<file path="config.mk">
export PLATFORM = sky130hd
export DESIGN_NAME = hist_minmax_scale
export DESIGN_NICKNAME = d
export VERILOG_FILES = /design/src/rtl/hist_pkg.sv /design/src/rtl/hist_serial_div.sv /design/src/rtl/hist_minmax_scale.sv
export SDC_FILE = /design/constraint.sdc
export NUM_CORES = 1
export LEC_CHECK = 0
export BUFFER_PORTS_ARGS = -buffer_cell sky130_fd_sc_hd__buf_2
export CORE_ASPECT_RATIO = 2
export CORE_MARGIN = 2
export CORE_UTILIZATION = 54
export CTS_CLUSTER_DIAMETER = 100
export DETAILED_ROUTE_END_ITERATION = 8
export PLACE_DENSITY_LB_ADDON = 0.15
export RECOVER_POWER = 100
export SLEW_MARGIN = 20
export SYNTH_ARGS = -nofsm -noshare
export SYNTH_HDL_FRONTEND = slang
export SYNTH_HIERARCHICAL = 1
export SYNTH_SLANG_ARGS = --single-unit
</file>
<file path="constraint.sdc">
create_clock -name pixelclk -period 2.7 [get_ports pixelclk]
set_input_delay 0.405 -clock pixelclk [delete_from_list [all_inputs] [get_ports pixelclk]]
set_output_delay 0.405 -clock pixelclk [all_outputs]
set_load 0.02 [all_outputs]
</file>
<file path="src/rtl/hist_pkg.sv">
// -----------------------------------------------------------------------------
// hist_pkg
// Shared constants and the FSM state type for the grey statistics stage.
// There are no ports. This package holds the gain constants and the state
// encoding used by hist_minmax_scale.
// -----------------------------------------------------------------------------
package hist_pkg;

    localparam int unsigned GRAY_W  = 8;
    localparam int unsigned SCALE_W = 16;

    localparam logic [GRAY_W-1:0]  FULL_SCALE = 8'd255;
    localparam logic [SCALE_W-1:0] UNITY_GAIN = 16'h0100;
    localparam logic [SCALE_W-1:0] SAT_GAIN   = 16'hFFFF;

    // Stretch numerator: full-scale grey expressed in Q8.8 (255 << 8).
    localparam logic [SCALE_W-1:0] STRETCH_NUM = {FULL_SCALE, 8'h00};

    typedef enum logic [1:0] {
        IDLE,
        DIV,
        PUBLISH
    } state_t;

endpackage : hist_pkg

</file>
<file path="src/rtl/hist_serial_div.sv">
// -----------------------------------------------------------------------------
// hist_serial_div
// Restoring unsigned divider. It produces one quotient bit per cycle, MSB
// first, and takes NUM_W cycles per divide.
// Ports:
//   clk, reset  clock and synchronous active-high reset
//   start       accepted only while idle; num/den are sampled with it
//   num, den    dividend (NUM_W bits) and divisor (DEN_W bits, must be nonzero)
//   last_c      high during the final iteration cycle (combinational)
//   done        1-cycle pulse in the cycle after the final iteration
//   quot        quotient; valid while done is high
// -----------------------------------------------------------------------------
module hist_serial_div #(
    parameter int unsigned NUM_W = 16,
    parameter int unsigned DEN_W = 8
) (
    input  logic             clk,
    input  logic             reset,
    input  logic             start,
    input  logic [NUM_W-1:0] num,
    input  logic [DEN_W-1:0] den,
    output logic             last_c,
    output logic             done,
    output logic [NUM_W-1:0] quot
);

    localparam int unsigned CNT_W = (NUM_W > 1) ? $clog2(NUM_W) : 1;

    logic             active;
    logic [CNT_W-1:0] cnt;
    logic [DEN_W-1:0] rem;
    logic [DEN_W-1:0] den_r;
    logic [DEN_W:0]   trial_c;
    logic             fits_c;

    // The dividend is shifted out of quot's MSB while quotient bits enter at the LSB.
    assign trial_c = {rem, quot[NUM_W-1]};
    assign fits_c  = (trial_c >= {1'b0, den_r});
    assign last_c  = active && (cnt == CNT_W'(NUM_W - 1));

    always_ff @(posedge clk) begin
        if (reset) begin
            active <= 1'b0;
            cnt    <= '0;
            rem    <= '0;
            den_r  <= '0;
            quot   <= '0;
            done   <= 1'b0;
        end else begin
            done <= 1'b0;
            if (!active) begin
                if (start) begin
                    active <= 1'b1;
                    cnt    <= '0;
                    rem    <= '0;
                    den_r  <= den;
                    quot   <= num;
                end
            end else begin
                // Remainder stays below den_r, so the restored value always fits DEN_W bits.
                rem  <= fits_c ? DEN_W'(trial_c - {1'b0, den_r}) : DEN_W'(trial_c);
                quot <= {quot[NUM_W-2:0], fits_c};
                cnt  <= cnt + CNT_W'(1);
                if (last_c) begin
                    active <= 1'b0;
                    done   <= 1'b1;
                end
            end
        end
    end

endmodule : hist_serial_div

</file>
<file path="src/rtl/hist_minmax_scale.sv">
// -----------------------------------------------------------------------------
// hist_minmax_scale
// Per-frame grey min/max tracker. At frame end it computes the stretch gain
// floor(255*256/(max-min)) in Q8.8 with a serial divider, then publishes
// {gray_max, gray_min, scale} together.
// Ports:
//   pixelclk, reset      clock and synchronous active-high reset
//   din                  grey sample, qualified by i_de
//   i_hsync              line sync; not used internally
//   i_vsync              frame sync; a rising edge starts a frame, a falling edge ends it
//   i_de                 active-pixel qualifier
//   gray_max, gray_min   published frame extremes
//   scale                published Q8.8 gain (0xFFFF for a zero-range frame)
//   stats_valid          1-cycle pulse in the first cycle new values are visible
//   busy                 high while a divide is in flight
//   frame_drop           1-cycle pulse when a frame result is discarded
// -----------------------------------------------------------------------------
module hist_minmax_scale #(
    parameter int unsigned DW      = 8,
    parameter int unsigned SCALE_W = 16
) (
    input  logic               pixelclk,
    input  logic               reset,
    input  logic [DW-1:0]      din,
    input  logic               i_hsync,
    input  logic               i_vsync,
    input  logic               i_de,
    output logic [DW-1:0]      gray_max,
    output logic [DW-1:0]      gray_min,
    output logic [SCALE_W-1:0] scale,
    output logic               stats_valid,
    output logic               busy,
    output logic               frame_drop
);

    import hist_pkg::*;

    logic               vsync_r;
    logic               fs_c;
    logic               fe_c;
    logic [DW-1:0]      run_min;
    logic [DW-1:0]      run_max;
    logic [DW-1:0]      snap_min;
    logic [DW-1:0]      snap_max;
    state_t             state;
    logic               div_start_c;
    logic               div_last_c;
    logic               div_done;
    logic [SCALE_W-1:0] div_quot;
    logic               unused_hsync;

    assign unused_hsync = i_hsync;

    // Frame edges come from the registered vsync.
    assign fs_c = i_vsync & ~vsync_r;
    assign fe_c = ~i_vsync & vsync_r;

    // Launch a divide only for a frame with a nonzero range, and only when idle.
    assign div_start_c = (state == IDLE) && fe_c && (run_max > run_min);

    always_ff @(posedge pixelclk) begin
        if (reset) begin
            vsync_r <= 1'b0;
        end else begin
            vsync_r <= i_vsync;
        end
    end

    // Running extremes. They run independently of the divide and restart on every frame start.
    always_ff @(posedge pixelclk) begin
        if (reset) begin
            run_min <= '1;
            run_max <= '0;
        end else if (fs_c) begin
            run_min <= i_de ? din : '1;
            run_max <= i_de ? din : '0;
        end else if (i_de) begin
            run_min <= (din < run_min) ? din : run_min;
            run_max <= (din > run_max) ? din : run_max;
        end
    end

    hist_serial_div #(
        .NUM_W (SCALE_W),
        .DEN_W (DW)
    ) u_div (
        .clk    (pixelclk),
        .reset  (reset),
        .start  (div_start_c),
        .num    (SCALE_W'(STRETCH_NUM)),
        .den    (run_max - run_min),
        .last_c (div_last_c),
        .done   (div_done),
        .quot   (div_quot)
    );

    // Publish FSM. Outputs change only here, and the three values always move together.
    always_ff @(posedge pixelclk) begin
        if (reset) begin
            state       <= IDLE;
            snap_min    <= '0;
            snap_max    <= '0;
            gray_max    <= '1;
            gray_min    <= '0;
            scale       <= SCALE_W'(UNITY_GAIN);
            stats_valid <= 1'b0;
            busy        <= 1'b0;
            frame_drop  <= 1'b0;
        end else begin
            stats_valid <= 1'b0;
            frame_drop  <= 1'b0;
            case (state)
                IDLE: begin
                    if (fe_c) begin
                        if (run_max < run_min) begin
                            // No active pixel was seen since the frame start.
                            frame_drop <= 1'b1;
                        end else if (run_max == run_min) begin
                            gray_max    <= run_max;
                            gray_min    <= run_min;
                            scale       <= SCALE_W'(SAT_GAIN);
                            stats_valid <= 1'b1;
                        end else begin
                            snap_min <= run_min;
                            snap_max <= run_max;
                            busy     <= 1'b1;
                            state    <= DIV;
                        end
                    end
                end
                DIV: begin
                    if (fe_c) begin
                        frame_drop <= 1'b1;
                    end
                    if (div_last_c) begin
                        state <= PUBLISH;
                    end
                end
                PUBLISH: begin
                    if (fe_c) begin
                        frame_drop <= 1'b1;
                    end
                    if (div_done) begin
                        gray_max    <= snap_max;
                        gray_min    <= snap_min;
                        scale       <= div_quot;
                        stats_valid <= 1'b1;
                        busy        <= 1'b0;
                        state       <= IDLE;
                    end
                end
                default: begin
                    state <= IDLE;
                    busy  <= 1'b0;
                end
            endcase
        end
    end

endmodule : hist_minmax_scale
</file>
==> metrics.md, run 1 <==
| Metric | Value |
|---|---|
| Routed Antenna Nets | 0 |
| Final Hold Fails | 0 |
| Io pins | 48 |
| Antenna Diode Count | 0 |
| Min Hold Slack | 0.308 ns |
| Port buffer count | 46 |
| Post-synthesis sequential area ratio | 0.377 |
| Maximum clock rate | 396 MHz |
| Placer Congestion | 0.900 |
| Worst path buffer plus inverter count | 4 |
| Clk_lat worst skew | 0.35 ns |
| Reg2reg start | run_min[1] |
| H-tree levels | 3 |
| LEAKAGE | 2.63 nW |
| Gr ovfl total | 0 |
| Pwr per Cell Area | 498 mW/mm^2 |
| Worst path most repeated cell | inv_1 |
| Worst Path Required | 2.98 ns |
| Top delay family on crit path | simple AND/OR/NAND/NOR gates |
| Setup violations, final | 0 |
| Worst-path cell chain | inv_1 > ha_1 > nand4_1 > or2_0 > o211ai_2 > inv_1 > buf_12 > nor3_2 > clkbuf_2 > nand2_1 > o21ai_1 |
| Critical setup path kind | flip-flop to flip-flop |
| HPWL after detailed placement | 10.3 mm |
| Root buffer cell | clkbuf_16 |
| Num CTS Buffers | 9 |
| Crit path depth | 11 |
| Worst min-delay path category | input pin to flip-flop |
| Pre-Repair DR Iteration Count | 5 |
| CTS tree | done |
| Crit path max fanout | 21 |
| Total Wirelength | 14.3 mm |
| Share of cells above drive strength 1 | 0.102 |
| Crit path DAT | 2.80 ns |
| Top_reg_cell synth | dfxtp_1 |
| Max cap viols | 0 |
| Launch point of the worst path | run_min[1] |
| Worst-case reg-to-reg path depth | 11 |
| FF+latch count, synth | 108 |
| Netlist Area Pre-Place | 0.00573 sq mm |
| CP max stage cell | dfxtp_1 |
| First-pass GRT wire length | roughly 23 mm |
| Minimum clock period | approximately 2.5 ns |
| Gr usage total | 0.251 |
| DR vias/cell | 5.84 |
| Clock skew | 0.00836 ns |
| Nets | 760 |
| Initial Util | 0.551 |
| Pin count of the biggest net entering global routing | 74 |
| Hold Startpoint | i_vsync |
| Ys async rst share | 0 |
| Setup TNS | 0 ns |
| Iter 0 DRT Violations | 259 |
| Post-Syn Instances | 659 |
| Vias | 4966 |
| Core area | between 0.01 and 0.015 sq mm |
| Hold Crit Depth | 2 |
| Die area | around 0.012 sq mm |
| Final Core Density | 0.617 |
| Slew HR | 0.200 |
| Largest stage delay on the critical path | 0.58 ns |
| Worst Setup End Kind | flip-flop |
| Slew Limit Fails | 0 |
| Syn Area/Cell | 8.70 sq um |
| Synth unique cells | 63 |
| Routed WL per cell | 16.8 um |
| Width of the chip | 76.9 um |
| Worst-Margin Slew | between 1 and 1.5 ns |
| Ys Warns | 6 |
| Rows | 53 |
| Startpoint Class | flip-flop |
| Clock sink count | 108 |
| Clock Pin Slew Worst Setup and Hold Paths | 0.08 ns |
| Area growth from synthesis to layout | 12.1% |
| Period utilization | 0.935 |
| Drt drc | 0 |
| RSZ-0062 raised after global routing | no |
| Number of global-route vias before repair | 4908 |
| Status | completed |
| Initial antenna violation count | 0 |
| Die H | roughly 150 um |
| Maximum clock path buffer count | 2 |
| EDFF count, synth | 0 |
| Peak VDD IR | about 0.00037 V |
==> cell families (layout without fill, tap and decap cells) <==
logic type                 count (synthesis)  after routing  share of synthesized area
AOI/OAI and AO/OA                        179            179                      0.212
xor gates and xnor gates                  10             10                     0.0153
adders and majority gates                 38             38                     0.0856
buffers and inverters                     86            127                     0.0622
DFF                                      108            108                      0.377
muxes                                     48             48                     0.0856
other                                      2             16                    0.00131
and+or+nand+nor                          188            188                      0.160
==> path summary, 6_finish.rpt <==
path / to / slack [ns]
max: u_div/rem[3] / 0.17
max reg2reg: u_div/rem[3] / 0.17
min: vsync_r / 0.31
min reg2reg: scale[1] / 0.47
==> stage by stage <==
stage | worst slack [ns] | instances | total power [mW] | cell area [sq um]
2_1_floorplan | 0.0276 | 673 | 1.83 | 5810
3_3_place_gp | 0.181 | 834 | 1.91 | 6180
3_5_place_dp | 0.106 | 834 | 1.92 | 6180
4_1_cts | 0.103 | 850 | 3.24 | 6480
5_1_grt | 0.0123 | 851 | 3.33 | 6430
6_report | 0.174 | 851 | 3.20 | 6430
==> synthesized netlist by cell type, types with 3 or more instances <==
master      n  area, sq um
nor2b_1    12         75.1
nand2_1    22         82.6
o211a_1     8         80.1
a21o_1      3         22.5
o21ai_0    25          125
nor2_1     69          259
inv_1      44          165
ha_1       36          450
clkbuf_1   25         93.8
o21ai_2     5         43.8
o21ai_1     4         20.0
nand3_1    23          115
nand4_1     4         25.0
a211oi_1    6         45.0
nand2b_1    9         56.3
a21oi_1    61          305
nor4_1     10         62.6
buf_4       5         37.5
mux2i_1    46          460
xor2_1      6         52.6
a31oi_1    13         81.3
dfxtp_1   108         2160
buf_2       6         30.0
o211ai_1    5         37.5
o22ai_1    15         93.8
buf_1       4         15.0
nor3_1     22          110
a211oi_2    7         87.6
o32ai_1     8         70.1
xnor2_1     4         35.0
==> worst reg2reg max path, cell delays in order (launching register included) <==
cell	delay, ns
dfxtp_1	0.58
inv_1	0.13
ha_1	0.31
nand4_1	0.17
or2_0	0.28
o211ai_2	0.08
inv_1	0.10
buf_12	0.17
nor3_2	0.24
clkbuf_2	0.25
nand2_1	0.08
o21ai_1	0.07
==> flip-flops by register name, summed over array words and instances (netlist names) <==
| signal | cells |
|---|---|
| busy | 1 |
| frame_drop | 1 |
| gray_max | 8 |
| gray_min | 8 |
| run_max | 8 |
| run_min | 8 |
| scale | 16 |
| snap_max | 8 |
| snap_min | 8 |
| state | 2 |
| stats_valid | 1 |
| u_div/active | 1 |
| u_div/cnt | 4 |
| u_div/den_r | 8 |
| u_div/done | 1 |
| u_div/quot | 16 |
| u_div/rem | 8 |
| vsync_r | 1 |
==> power by group <==
part	internal (mW)	switching (mW)
registers	1.61	0.0220
clock network	0.678	0.641
logic	0.0914	0.161
==> routing by layer <==
metal  GRT usage  part of all wire  wire length, um
met5           0                 0                0
met4       0.179             0.068              968
met3      0.0386             0.031              442
met2       0.469              0.53             7570
met1       0.248              0.37             5280
==> what timing repair did <==
action / in CTS / in global routing
endpoints found under the setup margin: 0 / 7
resized for setup: 0 / 1
hold buffers: 0 / 0
setup buffers: 0 / 1
==> layout make-up <==
class | instances | area (sq um)
fill | 970 | 3990
multi-input combinational | 479 | 3270
sequential | 108 | 2160
timing repair buffer | 66 | 350
clock buffer | 10 | 239
tap | 137 | 171
inverter | 45 | 169
clock inverter | 6 | 62.6
==> placed cells by master (no fill, tap or decap), types with 3 or more instances in the layout <==
cell type	n
clkbuf_2	4
nor2b_1	12
xnor2_1	4
a31oi_1	13
nand3_1	23
o211a_1	8
o21ai_0	26
buf_2	10
xor2_1	6
o32ai_1	8
o211ai_1	5
nand4_1	4
nor2_1	69
a211oi_2	6
nor4_1	10
conb_1	16
nand2_1	22
o22ai_1	15
o21ai_2	4
nor3_1	22
dfxtp_1	108
buf_4	13
nand2b_1	8
clkbuf_1	36
o31ai_1	3
clkbuf_16	9
ha_1	36
inv_1	44
o21ai_1	4
inv_6	3
a211oi_1	6
a21o_1	3
mux2i_1	46
a21oi_1	61
Power figures use the tool's default switching activity.
==> run 2, diff against run 1 <==
CORE_ASPECT_RATIO = 0.9   (was 2)
==> metrics.md, run 2 (synthesis gave the netlist of run 1 again) <==
| Metric | Value |
|---|---|
| Setup violations, final | 0 (unchanged) |
| Rows | 35 (-34%) |
| Die area | 0.0115 sq mm (-0.42%) |
| Hold Buf Count CTS | 0 (unchanged) |
| Worst Path Required | 2.93 ns (-0.05 ns) |
| Final instance area | 0.00643 sq mm (about the same) |
| Port buffer count | 46 (unchanged) |
| P_sw | 0.823 mW (about the same) |
| Reg power frac | 0.515 (+0.006) |
| Clock Pin Slew Worst Setup and Hold Paths | 0.08 ns (about the same) |
| Worst-Margin Slew | 1.04 ns (-0.149 ns) |
| Period utilization | 0.929 (-0.00637) |
| Clk_lat worst skew | 0.35 ns (about the same) |
| Share of cells above drive strength 1 | 0.110 (+0.00825) |
| Slew Limit Fails | 0 (unchanged) |
| Commonest non-fill, non-tap cells in the layout | dfxtp_1, nor2_1, a21oi_1 |
| CP max stage cell | fa_1 |
| Final Hold Fails | 0 (unchanged) |
| Combinational group share of total power | 0.079 (about the same) |
| Drt drc | 0 (unchanged) |
| Worst slack at placement | 0.137 ns (+0.0309 ns) |
| Gr ovfl total | 0 (unchanged) |
| Maximum clock rate | 399 MHz (+0.69%) |
| FF+latch area | 0.00217 sq mm (+0.17%) |
| Initial antenna violation count | 0 (unchanged) |
| Hold Crit Depth | 2 (unchanged) |
| Status | completed |
| Setup TNS | 0 ns (unchanged) |
| Area growth from synthesis to layout | 12.2% (about the same) |
| Most common cell after layout, fill and taps aside | dfxtp_1 |
| Final cell count without fillers | 844 (-0.82%) |
| Root buffer cell | clkbuf_16 |
| Worst min-delay path category | input pin to flip-flop |
| DR vias/cell | 5.93 (+1.6%) |
| GRT busiest layer | met2 |
| Regs by FF count | scale x16, u_div/quot x16 |
| Die H | 102 um (-32%) |
| Cell Area, Placed | 0.00617 sq mm (about the same) |
| Filler instances | 902 (-7.0%) |
| Met3 Use GR | 0.0563 (+0.0177) |
| Initial Util | 0.557 (+0.00643) |
| First-pass GRT wire length | 23.1 mm (+0.75%) |
| Sw frac | 0.260 (+0.00236) |
| HPWL after detailed placement | 9.77 mm (-5.0%) |
| Max cap viols | 0 (unchanged) |
| Worst Setup End Kind | flip-flop |
| Largest stage delay on the critical path | 0.41 ns (-0.17 ns) |
| LEAKAGE | 2.63 nW (about the same) |
| Pin count of the biggest net entering global routing | 77 (+4.1%) |
| Io pins | 48 (unchanged) |
| Total Wirelength | 14.0 mm (-1.9%) |
| Clock sink count | 108 (unchanged) |
| Maximum clock path buffer count | 2 (unchanged) |
| Routed Antenna Nets | 0 (unchanged) |
| Nets | 761 (+0.13%) |
| Iter 0 DRT Violations | 390 (+51%) |
| Clock power share | 0.406 (-0.006) |
| Number of global-route vias before repair | 4752 (-3.2%) |
| Critical setup path kind | flip-flop to flip-flop |
| Peak VDD IR | 0.000377 V (+3.3%) |
| Power, Total | 3.17 mW (-0.96%) |
| Gr usage total | 0.250 (-0.00175) |
| Fin worst setup slack | 0.192 ns (+0.0172 ns) |
| Int Pwr | 2.35 mW (-1.3%) |
| Met1 global-route usage | 0.341 (+0.0937) |
| Routed WL per cell | 16.6 um (-1.1%) |
| CTS tree | done |
| Slew HR | 0.306 (+0.105) |
| Minimum clock period | 2.51 ns (-0.0172 ns) |
| Width of the chip | 113 um (+47%) |
| Clock skew | 0.0149 ns (+0.00656 ns) |
| Core area | 0.0103 sq mm (-1.2%) |
| GRT met2 Usage | 0.402 (-0.0672) |
| Worst-path cell chain | inv_1 > ha_1 > fa_1 > nand2b_4 > a211oi_4 > o211ai_2 > inv_1 > buf_12 > mux2i_1 > nor2_1 > a21oi_1 > nor2_1 |
| Placed insts | 827 (-0.84%) |
| Vias | 5002 (+0.72%) |
| Pwr per Cell Area | 493 mW/mm^2 (-1.0%) |
| H-tree levels | 3 (unchanged) |
| Worst-case reg-to-reg path depth | 12 (+1) |
| Num CTS Buffers | 9 (unchanged) |
| Antenna Diode Count | 0 (unchanged) |
| Pre-Repair DR Iteration Count | 7 (+2) |
| Crit path max fanout | 21 (unchanged) |
| Area occupied by multi-input gates | 0.00328 sq mm (+0.34%) |
| Placer Congestion | 0.897 (-0.29%) |
| Startpoint Class | flip-flop |
| Crit path DAT | 2.74 ns (-0.06 ns) |
-- run 2: changes by cell type in the layout (fill, tap and decap cells not counted), sizes merged --
cell and change:
inv -1, clkinvlp +1, buf +6, clkbuf -5
-- run 2: area by class of cell --
type,count,share of cell area
clock inverters,6,0.00856
well taps,129,0.0251
inverters,45,0.0263
repair buffers,67,0.0572
flip-flops and latches,108,0.337
clock buffers,10,0.0356
multi-input cells,479,0.511
-- run 2: critical path, delay by kind of cell, from the launching register on --
family,cells,cell delay (ns)
adder cells (fa/ha/maj),2,0.61
AO/OA/AOI/OAI,3,0.57
buffers and inverters,3,0.36
flip-flops,1,0.35
multiplexers,1,0.20
AND/OR/NAND/NOR,3,0.29
-- run 2: timing repair --
item | in CTS | in global routing
setup endpoints to repair | 0 | 24
buffers inserted | 0 | 1
resized for setup | 0 | 4
-- run 2: per-layer routing --
metal | share of wire | up-vias
li1 | - | 2444
met1 | 0.47 | 2417
met2 | 0.46 | 128
met3 | 0.056 | 13
met4 | 0.010 | 0
met5 | 0 | -
-- run 2: per-stage QoR --
step,hold WS (ns),utilization
2_1_floorplan,0.443,-
5_1_grt,0.324,0.625
3_3_place_gp,0.451,0.600
6_report,0.310,0.625
3_5_place_dp,0.455,0.600
4_1_cts,0.309,0.627
-- run 2: path summary, 6_finish.rpt --
check	start	endpoint	slack [ns]
worst max-delay path	run_max[0]	u_div/quot[6]	0.19
worst min-delay path	i_vsync	vsync_r	0.31
worst max register to register	run_max[0]	u_div/quot[6]	0.19
worst min register to register	scale[2]	scale[2]	0.47
-- run 2: power by group through the flow --
stage | sequential (mW) | combinational (mW) | clock, mW
after detailed placement | 1.67 | 0.247 | 0
after CTS | 1.63 | 0.249 | 1.30
after floorplan | 1.66 | 0.172 | 0
final | 1.63 | 0.252 | 1.29
after global routing | 1.63 | 0.280 | 1.36
after global placement | 1.67 | 0.238 | 0
